==> src/rtl/imem_loader.sv <==
// rtl/imem_loader.sv - byte-stream loader that packs little-endian words into instruction memory
// Holds the core in reset (BUSY) while a program is streamed in and written word by word.
module imem_loader #(
  parameter int DEPTH     = 501,
  parameter int BASE_ADDR = 0,
  parameter int CNT_WIDTH = 16
) (
  input  logic                 CLK,
  input  logic                 RST_N,
  input  logic                 START,
  input  logic [CNT_WIDTH-1:0] WORD_COUNT,
  input  logic [7:0]           BYTE_IN,
  input  logic                 BYTE_VALID,
  output logic                 BYTE_READY,
  output logic                 MEM_WE,
  output logic [63:0]          MEM_ADDR,
  output logic [31:0]          MEM_DATA,
  output logic                 BUSY,
  output logic                 DONE,
  output logic                 ERROR
);

  typedef enum logic [1:0] {
    S_IDLE   = 2'd0,
    S_RECV   = 2'd1,
    S_WRITE  = 2'd2,
    S_FINISH = 2'd3
  } state_e;

  state_e               state_q, state_d;
  logic [CNT_WIDTH-1:0] cnt_q, cnt_d;
  logic [63:0]          addr_q, addr_d;
  logic [23:0]          asm_q, asm_d;
  logic [31:0]          data_q, data_d;
  logic [1:0]           idx_q, idx_d;
  logic                 err_q, err_d;
  logic [32:0]          end_idx;
  logic                 overflow;

  // Rejecting oversize loads up front is what keeps every write index below DEPTH.
  assign end_idx  = 33'(BASE_ADDR) + 33'(WORD_COUNT);
  assign overflow = end_idx > 33'(DEPTH);

  always_ff @(posedge CLK) begin
    if (!RST_N) begin
      state_q <= S_IDLE;
      cnt_q   <= '0;
      addr_q  <= 64'(BASE_ADDR);
      asm_q   <= '0;
      data_q  <= '0;
      idx_q   <= '0;
      err_q   <= 1'b0;
    end else begin
      state_q <= state_d;
      cnt_q   <= cnt_d;
      addr_q  <= addr_d;
      asm_q   <= asm_d;
      data_q  <= data_d;
      idx_q   <= idx_d;
      err_q   <= err_d;
    end
  end

  always_comb begin
    state_d = state_q;
    case (state_q)
      S_IDLE: begin
        if (START && !overflow) begin
          state_d = (WORD_COUNT == '0) ? S_FINISH : S_RECV;
        end
      end
      S_RECV: begin
        if (BYTE_VALID && idx_q == 2'd3) state_d = S_WRITE;
      end
      S_WRITE: begin
        state_d = (cnt_q == CNT_WIDTH'(1)) ? S_FINISH : S_RECV;
      end
      default: state_d = S_IDLE;
    endcase
  end

  always_comb begin
    cnt_d  = cnt_q;
    addr_d = addr_q;
    asm_d  = asm_q;
    data_d = data_q;
    idx_d  = idx_q;
    err_d  = err_q;
    case (state_q)
      S_IDLE: begin
        if (START) begin
          if (overflow) begin
            err_d = 1'b1;
          end else begin
            err_d  = 1'b0;
            cnt_d  = WORD_COUNT;
            addr_d = 64'(BASE_ADDR);
            idx_d  = 2'd0;
          end
        end
      end
      S_RECV: begin
        // The fourth byte goes straight into the output word alongside the three held ones.
        if (BYTE_VALID) begin
          idx_d = idx_q + 2'd1;
          case (idx_q)
            2'd0:    asm_d[7:0]   = BYTE_IN;
            2'd1:    asm_d[15:8]  = BYTE_IN;
            2'd2:    asm_d[23:16] = BYTE_IN;
            default: data_d       = {BYTE_IN, asm_q};
          endcase
        end
      end
      S_WRITE: begin
        cnt_d = cnt_q - CNT_WIDTH'(1);
        if (cnt_q != CNT_WIDTH'(1)) addr_d = addr_q + 64'd1;
      end
      default: ;
    endcase
  end

  always_comb begin
    BYTE_READY = (state_q == S_RECV);
    MEM_WE     = (state_q == S_WRITE);
    BUSY       = (state_q != S_IDLE);
    DONE       = (state_q == S_FINISH);
    ERROR      = err_q;
    MEM_ADDR   = addr_q;
    MEM_DATA   = data_q;
  end

endmodule

==> config.mk <==
export PLATFORM = sky130hd
export DESIGN_NAME = imem_loader
export DESIGN_NICKNAME = d
export VERILOG_FILES = /design/src/rtl/imem_loader.sv
export SDC_FILE = /design/constraint.sdc
export NUM_CORES = 1
export LEC_CHECK = 0
export BUFFER_PORTS_ARGS = -buffer_cell sky130_fd_sc_hd__buf_4
export CAP_MARGIN = 20
export CELL_PAD_IN_SITES_DETAIL_PLACEMENT = 1
export CELL_PAD_IN_SITES_GLOBAL_PLACEMENT = 1
export CORE_UTILIZATION = 37
export DETAILED_ROUTE_END_ITERATION = 10
export PLACE_DENSITY_LB_ADDON = 0.1
export SYNTH_ARGS = -nofsm -noshare
export SYNTH_HDL_FRONTEND = slang
export SYNTH_SLANG_ARGS = --single-unit
==> constraint.sdc <==
create_clock -name CLK -period 1.9 [get_ports CLK]
set_input_delay 0 -clock CLK [delete_from_list [all_inputs] [get_ports CLK]]
set_output_delay 0 -clock CLK [all_outputs]
set_load 0.01 [all_outputs]
==> impl_metrics.toml, run 1 <==
[timing]
clock_skew_ns = 0.00964
slew_headroom = 0.418
fin_crit_ns = 2.12
fin_ws_ns = -0.218
period_share = 1.11
tns_ns = -1.79
setup_viol = 30
worst_slew_pin_slew_ns = 0.873
rsz0062_at_grt = "yes"
fmax_ghz = 0.472
hold_viol_final = 1
fin_hold_ws_ns = -0.000328
drv_slew = 0

[yosys]
syn_inst = 914
ys_seq_area_frac = 0.387
synthAdderAreaFrac = 0.0120
yosys-top-cells-area = "dfxtp_1, nand2_1, a21oi_1, nand4_1, a2111o_1"
synth_area_leader_cell = "dfxtp_1"
syn_nets = 949
ys_seq_elements = 141
synth-compound-area-share = 0.201
muxShareOfSynthArea = 0.0275
ys.flop_type = "dfxtp_1"
avgSynthCellArea_um2 = 7.97
synth_edf_count = 0
synthArstFlopShare = 0
synth_top_family_by_area = "simple AND/OR/NAND/NOR gates"
yosys.area_share.simple = 0.327
synth_xor_xnor_area_share = 0.00120
ys_types = 65
synth_area_mm2 = 0.00729
synth_top_area_frac = 0.387
yosysWarnings = 0

[die]
ios = 129
die_area_mm2 = 0.0203
fp.dieH_um = 142
rows = 50
die_w_um = 142
core_mm2 = 0.0190
initial_core_util = 0.383

[global_routing]
track_usage = 0.295
grt_pass1_wl_um = 46100
grt_pass1_vias = 8633
grt.overflow.total = 0
antenna_found_initial = 0
grt_max_degree = 76

[detailed_routing]
drtIter0Drc = 462
postRouteAntennaNets = 0
drc = 0
dr.pass1.iters = 5
wirelength_um = 32400
vias = 8761
via_per_inst = 5.84
wl_per_cell_um = 21.6

[clock_network]
clock_tree.root_cell = "clkbuf_16"
htreeDepth = 4
clk_pin_slew_ns = 0.07
clkSinkCount = 141
cts_tree = "done"
clk_latency_ns = 0.43
numCtsBuffers = 17
clockBufferDepth = 2

[status]
violations = "hold timing, setup timing"
status = "complete, but fails checks"

[critical_path]
crit_type = "register to register"
crit_fanout = 4
cp-end-kind = "register"
worst_ep_arrival_time_ns = 2.48
start_kind = "register"
cp.required_ns = 2.27
reg2reg_depth = 9

[layout]
finish.utilization = 0.605
nFillCells = 2253
layout-drive-gt1-share = 0.393
finalNetCount = 1261
final_cells = 1499
syn_to_final_growth_pct = 57.8
insertedDiodeCount = 0

[power]
power_density_mw_per_mm2 = 592
leakagePower_nw = 4.75
worst_ir_drop_vdd_mv = 0.658

[place]
portBuffers = 128
hpwl_um = 20100
gp_congestion = 0.880
dp_cells = 1420
dp_slack_ns = -0.243

[min_path]
holdCritPathClass = "input pin to register"
hold-path-cell-count = 5

[flow_run]
maxCapViolations = 0
[power by group]
| part | total, W | internal, W | switching (W) |
|---|---|---|---|
| Sequential | 0.00295 | 0.00295 | 0.00000164 |
| Combinational | 0.000265 | 0.000109 | 0.000156 |
| Clock | 0.00360 | 0.00214 | 0.00146 |
| Total | 0.00681 | 0.00520 | 0.00162 |
[cell type report]
| cell class | count | area, um2 | share of cell area |
|---|---|---|---|
| clock buffer | 19 | 443 | 0.0385 |
| clock inverter | 13 | 178 | 0.0154 |
| inverter | 17 | 67.6 | 0.00587 |
| multi-input combinational | 696 | 4660 | 0.405 |
| sequential | 141 | 2870 | 0.250 |
| tap | 260 | 325 | 0.0283 |
| timing repair buffer | 353 | 2960 | 0.257 |
[registers in the layout (all words and copies together) (netlist names)]
register,cells
MEM_ADDR,64
MEM_DATA,32
asm_q,24
cnt_q,16
idx_q,2
state_q,2
ERROR,1
[worst paths after layout]
check	from	slack (ns)	endpoint
max	MEM_ADDR[23]	-0.22	MEM_ADDR[55]
min reg2reg	asm_q[18]	0.45	MEM_DATA[18]
max reg2reg	MEM_ADDR[23]	-0.22	MEM_ADDR[55]
min	WORD_COUNT[7]	-0.0003	cnt_q[7]
[metrics by stage]
stage | cell area (um2) | total power [W]
detailed placement | 9830 | 0.00324
CTS | 11000 | 0.00681
global route | 11500 | 0.00698
floorplan | 7370 | 0.00311
global placement | 9830 | 0.00324
finish | 11500 | 0.00681
[placed cells by master, fill, tap and decap left out, types with 11 or more instances in the layout]
cell,n
nand2_1,196
a2111o_1,21
buf_4,303
dlygate4sd3_1,17
dfxtp_1,108
buf_6,17
inv_1,13
nor2_1,31
clkbuf_16,21
nand4_1,45
nor3_1,27
nand2b_1,19
dfxtp_2,30
nand3_1,36
a21oi_1,74
mux2i_1,19
o2111ai_1,21
o21ai_0,11
[worst max-delay path, cell delays in order, from the launching register on]
cell     delay (ns)
dfxtp_1        0.35
nand4_1        0.12
buf_6          0.16
nor4_4         0.31
buf_6          0.19
nand4_1        0.15
buf_4          0.20
buf_4          0.14
nor4_1         0.26
or3_1          0.18
[routing by layer]
metal / GRT usage / wire, um / up-vias
met3: 0.0448 / 1780 / 74
met5: 0 / 0 / -
met4: 0.110 / 879 / 0
li1: - / - / 4032
met1: 0.382 / 14100 / 4310
met2: 0.493 / 15700 / 345
[cells by family after synthesis]
logic type / Yosys count
and+or+nand+nor: 462
AOI/OAI and AO/OA: 206
muxes: 20
DFF: 141
xor gates and xnor gates: 1
adders and majority gates: 7
buffers and inverters: 77
[what timing repair did]
item / in CTS / in global routing
hold buffers: 16 / 1
setup buffers: 16 / 11
endpoints found under the setup margin: 59 / 122
resized for setup: 51 / 85
endpoints found under the hold margin: 45 / 3
gates cloned: 0 / 4
pin swaps: 17 / 33
[Yosys cell counts (all sizes together), types with 5 or more instances]
cell / instances
ha: 7
or4: 8
inv: 17
a211oi: 10
nor4b: 5
nor2: 35
a2111o: 21
nand2b: 19
buf: 23
nor3: 28
and3: 12
or3: 5
a31oi: 9
mux2i: 20
a211o: 6
dfxtp: 141
clkbuf: 37
o2111ai: 21
o21ai: 12
nand4: 51
nand3: 48
nand2: 205
nor4: 24
o211ai: 10
a21oi: 79
(Power assumes the default switching activity.)
==> run 2, diff against run 1 <==
--- a/config.mk
+++ b/config.mk
@@ -9,6 +9,7 @@
 export CAP_MARGIN = 20
 export CELL_PAD_IN_SITES_DETAIL_PLACEMENT = 1
 export CELL_PAD_IN_SITES_GLOBAL_PLACEMENT = 1
+export CORE_ASPECT_RATIO = 0.8
 export CORE_UTILIZATION = 37
 export DETAILED_ROUTE_END_ITERATION = 10
 export PLACE_DENSITY_LB_ADDON = 0.1
==> run 2 against run 1 <==
Against the previous run:
- the run ends with setup timing left
- setup slack worse by 0.15 ns
- routed wire length grew 12%
- first-iteration DRC count is 69% higher
- fmax shrank 6.6%
- register-to-register slack got worse by 0.15 ns
- sequential power about the same
- combinational power up 5%
- critical path depth down 4
- global-route usage rose by 0.43 points
- final cell count up 1.9%
==> impl_metrics.toml, run 2 (synthesis gave the netlist of run 1 again) <==
[status]
status = "complete, but fails checks"
violations = "setup timing"

[critical_path]
cpMaxStageDelayCell = "or4_1"
critPathMaxStageDelay_ns = 0.52
crit_fanout = 5
cp.required_ns = 2.23
cp-end-kind = "register"
crit_type = "register to register"
worst_ep_arrival_time_ns = 2.60
start_kind = "register"
cp_cell_sequence = "nand4_4 -> nor4_2 -> nand4_1 -> or4_1 -> a31oi_1"

[power]
pwr-share-seq = 0.450
power_frac_clock = 0.508
power_density_mw_per_mm2 = 553
p_sw_w = 0.00176
p_comb_frac = 0.042
worst_ir_drop_vdd_mv = 0.554
p_int_w = 0.00480
leakagePower_nw = 4.87
switching_share = 0.268

[die]
rows = 45
die_area_mm2 = 0.0203
ios = 129
core_mm2 = 0.0191
fp.dieH_um = 128
die_w_um = 159
initial_core_util = 0.381

[place]
hpwl_um = 20500
dp_slack_ns = -0.192
portBuffers = 128
gp_congestion = 0.879

[timing]
fin_ws_ns = -0.368
worst_slew_pin_slew_ns = 0.868
hold_viol_final = 0
drv_slew = 0
rsz0062_at_grt = "yes"
fin_crit_ns = 2.27
setup_viol = 48
clock_skew_ns = 0.0164
slew_headroom = 0.421
period_share = 1.19
fmax_ghz = 0.441

[detailed_routing]
wirelength_um = 36300
dr.pass1.iters = 6
wl_per_cell_um = 23.8
via_per_inst = 6.11
drc = 0
drtIter0Drc = 783
vias = 9328
postRouteAntennaNets = 0

[clock_network]
clockBufferDepth = 2
clk_latency_ns = 0.44
htreeDepth = 4
numCtsBuffers = 17
cts_tree = "done"
clk_pin_slew_ns = 0.07
clkSinkCount = 141
clock_tree.root_cell = "clkbuf_16"

[global_routing]
top_usage_layer = "met2"
grt_max_degree = 76
met1_usage = 0.428
gr-usage-met3 = 0.0516
grt_pass1_vias = 8506
grt.overflow.total = 0
track_usage = 0.299
grt_pass1_wl_um = 47600
grtUsageMet2 = 0.463
antenna_found_initial = 0

[min_path]
holdCritPathClass = "input pin to register"

[layout]
layout-drive-gt1-share = 0.408
finalNetCount = 1291
insertedDiodeCount = 0
regArea_mm2 = 0.00287
finish.utilization = 0.620
syn_to_final_growth_pct = 62.8
nFillCells = 2209
multiInputGateArea_mm2 = 0.00471
largest_reg_flops = 64
layout_commonest_cell = "buf_4"
final_cell_mix = "buf_4, nand2_1, dfxtp_1"

[flow_run]
maxCapViolations = 0
==> run 2: changes by cell type in the layout (fill, tap and decap cells not counted), sizes merged <==
| cell | before | now |
|---|---|---|
| nand2 | 205 | 206 |
| bufbuf | 0 | 1 |
| clkinvlp | 3 | 4 |
| buf | 332 | 361 |
| clkinv | 2 | 3 |
| inv | 22 | 25 |
| bufinv | 3 | 0 |
| clkbuf | 23 | 20 |
==> run 2: layer usage <==
layer | up-vias | wire [um] | part of all wire
li1 | 4097 | - | -
met1 | 4640 | 15400 | 0.42
met2 | 492 | 16900 | 0.47
met3 | 99 | 3030 | 0.083
met4 | 0 | 990 | 0.027
met5 | - | 0 | 0
==> run 2: layout make-up <==
type                            instances  area share
Multi-Input combinational cell        697       0.397
Timing Repair Buffer                  382       0.279
Sequential cell                       141       0.242
Clock buffer                           17      0.0358
Tap cell                              258      0.0272
Clock inverter                         15      0.0124
Inverter                               17     0.00569
==> run 2: worst paths after layout <==
kind	start	to	slack, ns	cells after the start
worst max-delay path	MEM_ADDR[27]	MEM_ADDR[57]	-0.37	5
worst min-delay path	WORD_COUNT[7]	cnt_q[7]	0.002	5
worst max register to register	MEM_ADDR[27]	MEM_ADDR[57]	-0.37	5
worst min register to register	asm_q[9]	MEM_DATA[9]	0.45	2
==> run 2: what timing repair did <==
item,CTS,global route
cloned,5,4
setup endpoints to repair,59,67
resized for setup,50,116
hold endpoints to repair,45,0
setup buffers,15,33
pin swaps,22,70
hold buffers,17,0
==> run 2: power by group through the flow <==
stage	clock network, W	registers, W	logic (W)
6_report	0.00333	0.00295	0.000277
5_1_grt	0.00349	0.00295	0.000287
4_1_cts	0.00333	0.00296	0.000254
3_5_place_dp	0	0.00303	0.000222
3_3_place_gp	0	0.00303	0.000218
2_1_floorplan	0	0.00303	0.0000875
==> run 2: critical path, delay by kind of cell, from the launching register on <==
family | cells | cell delay, ns
AOI/OAI and AO/OA | 1 | 0.26
DFF | 1 | 0.40
and+or+nand+nor | 4 | 1.51
==> run 2: metrics by stage <==
stage               area (um2)  power (W)  TNS (ns)  hold WS [ns]  instances
floorplan                 7370    0.00311         0         0.136        914
global placement          9870    0.00324     -2.02         0.296       1426
detailed placement        9870    0.00325     -4.46         0.305       1426
CTS                      11000    0.00654    -0.689       0.00104       1495
global route             11900    0.00673     -8.24        0.0206       1527
finish                   11900    0.00656     -4.91       0.00152       1527
==> run 3, diff against run 2 <==
--- a/config.mk
+++ b/config.mk
@@ -12,6 +12,7 @@
 export CORE_ASPECT_RATIO = 0.8
 export CORE_UTILIZATION = 37
 export DETAILED_ROUTE_END_ITERATION = 10
+export MAX_ROUTING_LAYER = met4
 export PLACE_DENSITY_LB_ADDON = 0.1
 export SYNTH_ARGS = -nofsm -noshare
 export SYNTH_HDL_FRONTEND = slang
==> run 3 against run 2 <==
Against the previous run:
- the run ends with hold timing, setup timing left
- via count rose by 1.1%
- register-to-register slack improved by 0.10 ns
- flip-flop and latch count did not move
- highest routed layer unchanged
- power rose by 0.50%
- final area rose by 0.14%
==> impl_metrics.toml, run 3 (synthesis gave the netlist of run 1 again) <==
[detailed_routing]
wirelength_um = 37000
postRouteAntennaNets = 0
vias = 9430
via_per_inst = 6.17
drc = 0
wl_per_cell_um = 24.2
dr.pass1.iters = 5
drtIter0Drc = 738

[timing]
drv_slew = 0
tns_ns = -5.79
fmax_ghz = 0.462
fin_crit_ns = 2.17
slew_headroom = 0.407
hold_viol_final = 1
fin_ws_ns = -0.266
rsz0062_at_grt = "yes"
fin_hold_ws_ns = -0.0133
worst_slew_pin_slew_ns = 0.889
setup_viol = 52
period_share = 1.14
clock_skew_ns = 0.0139

[clock_network]
clock_tree.root_cell = "clkbuf_16"
clockBufferDepth = 2
htreeDepth = 4
numCtsBuffers = 17
cts_tree = "done"
clkSinkCount = 141
clk_latency_ns = 0.45
clk_pin_slew_ns = 0.07

[layout]
syn_to_final_growth_pct = 63.1
finalNetCount = 1292
layout_commonest_cell = "buf_4"
final_cell_mix = "buf_4, nand2_1, dfxtp_1"
insertedDiodeCount = 0
final_cell_area_mm2 = 0.0119
largest_reg_flops = 64
finish.utilization = 0.621
layout-drive-gt1-share = 0.408

[global_routing]
grt_pass1_vias = 8514
grt_max_degree = 76
grt.overflow.total = 0
antenna_found_initial = 0
grt_pass1_wl_um = 47600
track_usage = 0.308

[critical_path]
cpMaxStageDelayCell = "dfxtp_4"
cp_cell_sequence = "nand4_1 -> nor4_4 -> buf_6 -> buf_6 -> buf_6 -> buf_6 -> nand4_1 -> a21oi_2 -> mux2i_1"
r2r_end = "MEM_ADDR[33]"
critPathMaxStageDelay_ns = 0.37
crit_type = "register to register"
start_kind = "register"
worst_ep_arrival_time_ns = 2.51
reg2reg_depth = 9
cp-startpoint = "MEM_ADDR[0]"
reg2reg_slack_ns = -0.27
crit_top_cell = "buf_6"
path_buf_inv = 4
cp.required_ns = 2.25
cp_top_family = "simple AND/OR/NAND/NOR gates"
crit_fanout = 5
reg2reg_from = "MEM_ADDR[0]"
cp-end-kind = "register"

[die]
initial_core_util = 0.381
die_area_mm2 = 0.0203
ios = 129
fp.dieH_um = 128
core_mm2 = 0.0191
die_w_um = 159
rows = 45

[place]
portBuffers = 128
hpwl_um = 20500
place_area_mm2 = 0.00987
gp_congestion = 0.894

[power]
power_frac_clock = 0.510
p_int_w = 0.00480
switching_share = 0.272
worst_ir_drop_vdd_mv = 0.480
pwr-share-seq = 0.448
p_comb_frac = 0.042
power_density_mw_per_mm2 = 555
p_sw_w = 0.00179
leakagePower_nw = 4.88

[status]
status = "complete, but fails checks"
violations = "hold timing, setup timing"

[min_path]
hold-path-cell-count = 5
holdCritPathClass = "input pin to register"
hold_path_startpoint = "WORD_COUNT[7]"
whs_endpoint = "cnt_q[7]"

[flow_run]
maxCapViolations = 0
run 3: routing by layer:
layer	up-vias	track usage	routed length (um)
li1	4094	-	-
met1	4698	0.429	16000
met2	526	0.463	17200
met3	112	0.0552	2800
met4	0	0.0673	1000
met5	-	-	0
run 3: worst reg2reg max path, delay by kind of cell, from the launching register on:
kind / cells / cell delay (ns)
AOI/OAI and AO/OA: 1 / 0.18
buffers and inverters: 4 / 0.52
and+or+nand+nor: 3 / 0.72
DFF: 1 / 0.37
muxes: 1 / 0.28
run 3: how the worst max path moves through the flow:
stage	endpoint	slack [ns]	cells past startpoint
2_1_floorplan	MEM_ADDR[54]	0.0009	5
3_3_place_gp	MEM_ADDR[31]	-0.12	6
3_5_place_dp	MEM_ADDR[31]	-0.19	6
4_1_cts	MEM_ADDR[49]	-0.11	8
5_1_grt	MEM_ADDR[28]	-0.36	7
6_report	MEM_ADDR[33]	-0.27	9
run 3: per-stage QoR:
step                      setup WS (ns)  instances  power (W)
after floorplan                0.000862        914    0.00311
after global placement           -0.124       1426    0.00324
after detailed placement         -0.192       1426    0.00325
after CTS                        -0.109       1495    0.00654
after global routing             -0.362       1528    0.00676
final                            -0.266       1528    0.00659
run 3: cell type report:
cell class	count	area, um2
fillers	2227	7260
multi-input cells	697	4710
repair buffers	383	3330
flip-flops and latches	141	2870
clock buffers	17	425
well taps	258	323
clock inverters	15	148
inverters	17	67.6
run 3: what timing repair did:
| item | CTS | global route |
|---|---|---|
| gates resized for setup | 50 | 113 |
| cloned | 5 | 5 |
| hold buffers | 17 | 0 |
| endpoints found under the setup margin | 59 | 67 |
| hold endpoints to repair | 45 | 0 |
| pin swaps | 22 | 71 |
| buffers inserted | 15 | 33 |
run 3: power groups by stage:
stage | Combinational, W | Clock (W) | Sequential (W)
2_1_floorplan | 0.0000875 | 0 | 0.00303
6_report | 0.000276 | 0.00337 | 0.00295
5_1_grt | 0.000286 | 0.00352 | 0.00295
3_5_place_dp | 0.000222 | 0 | 0.00303
3_3_place_gp | 0.000218 | 0 | 0.00303
4_1_cts | 0.000254 | 0.00333 | 0.00296
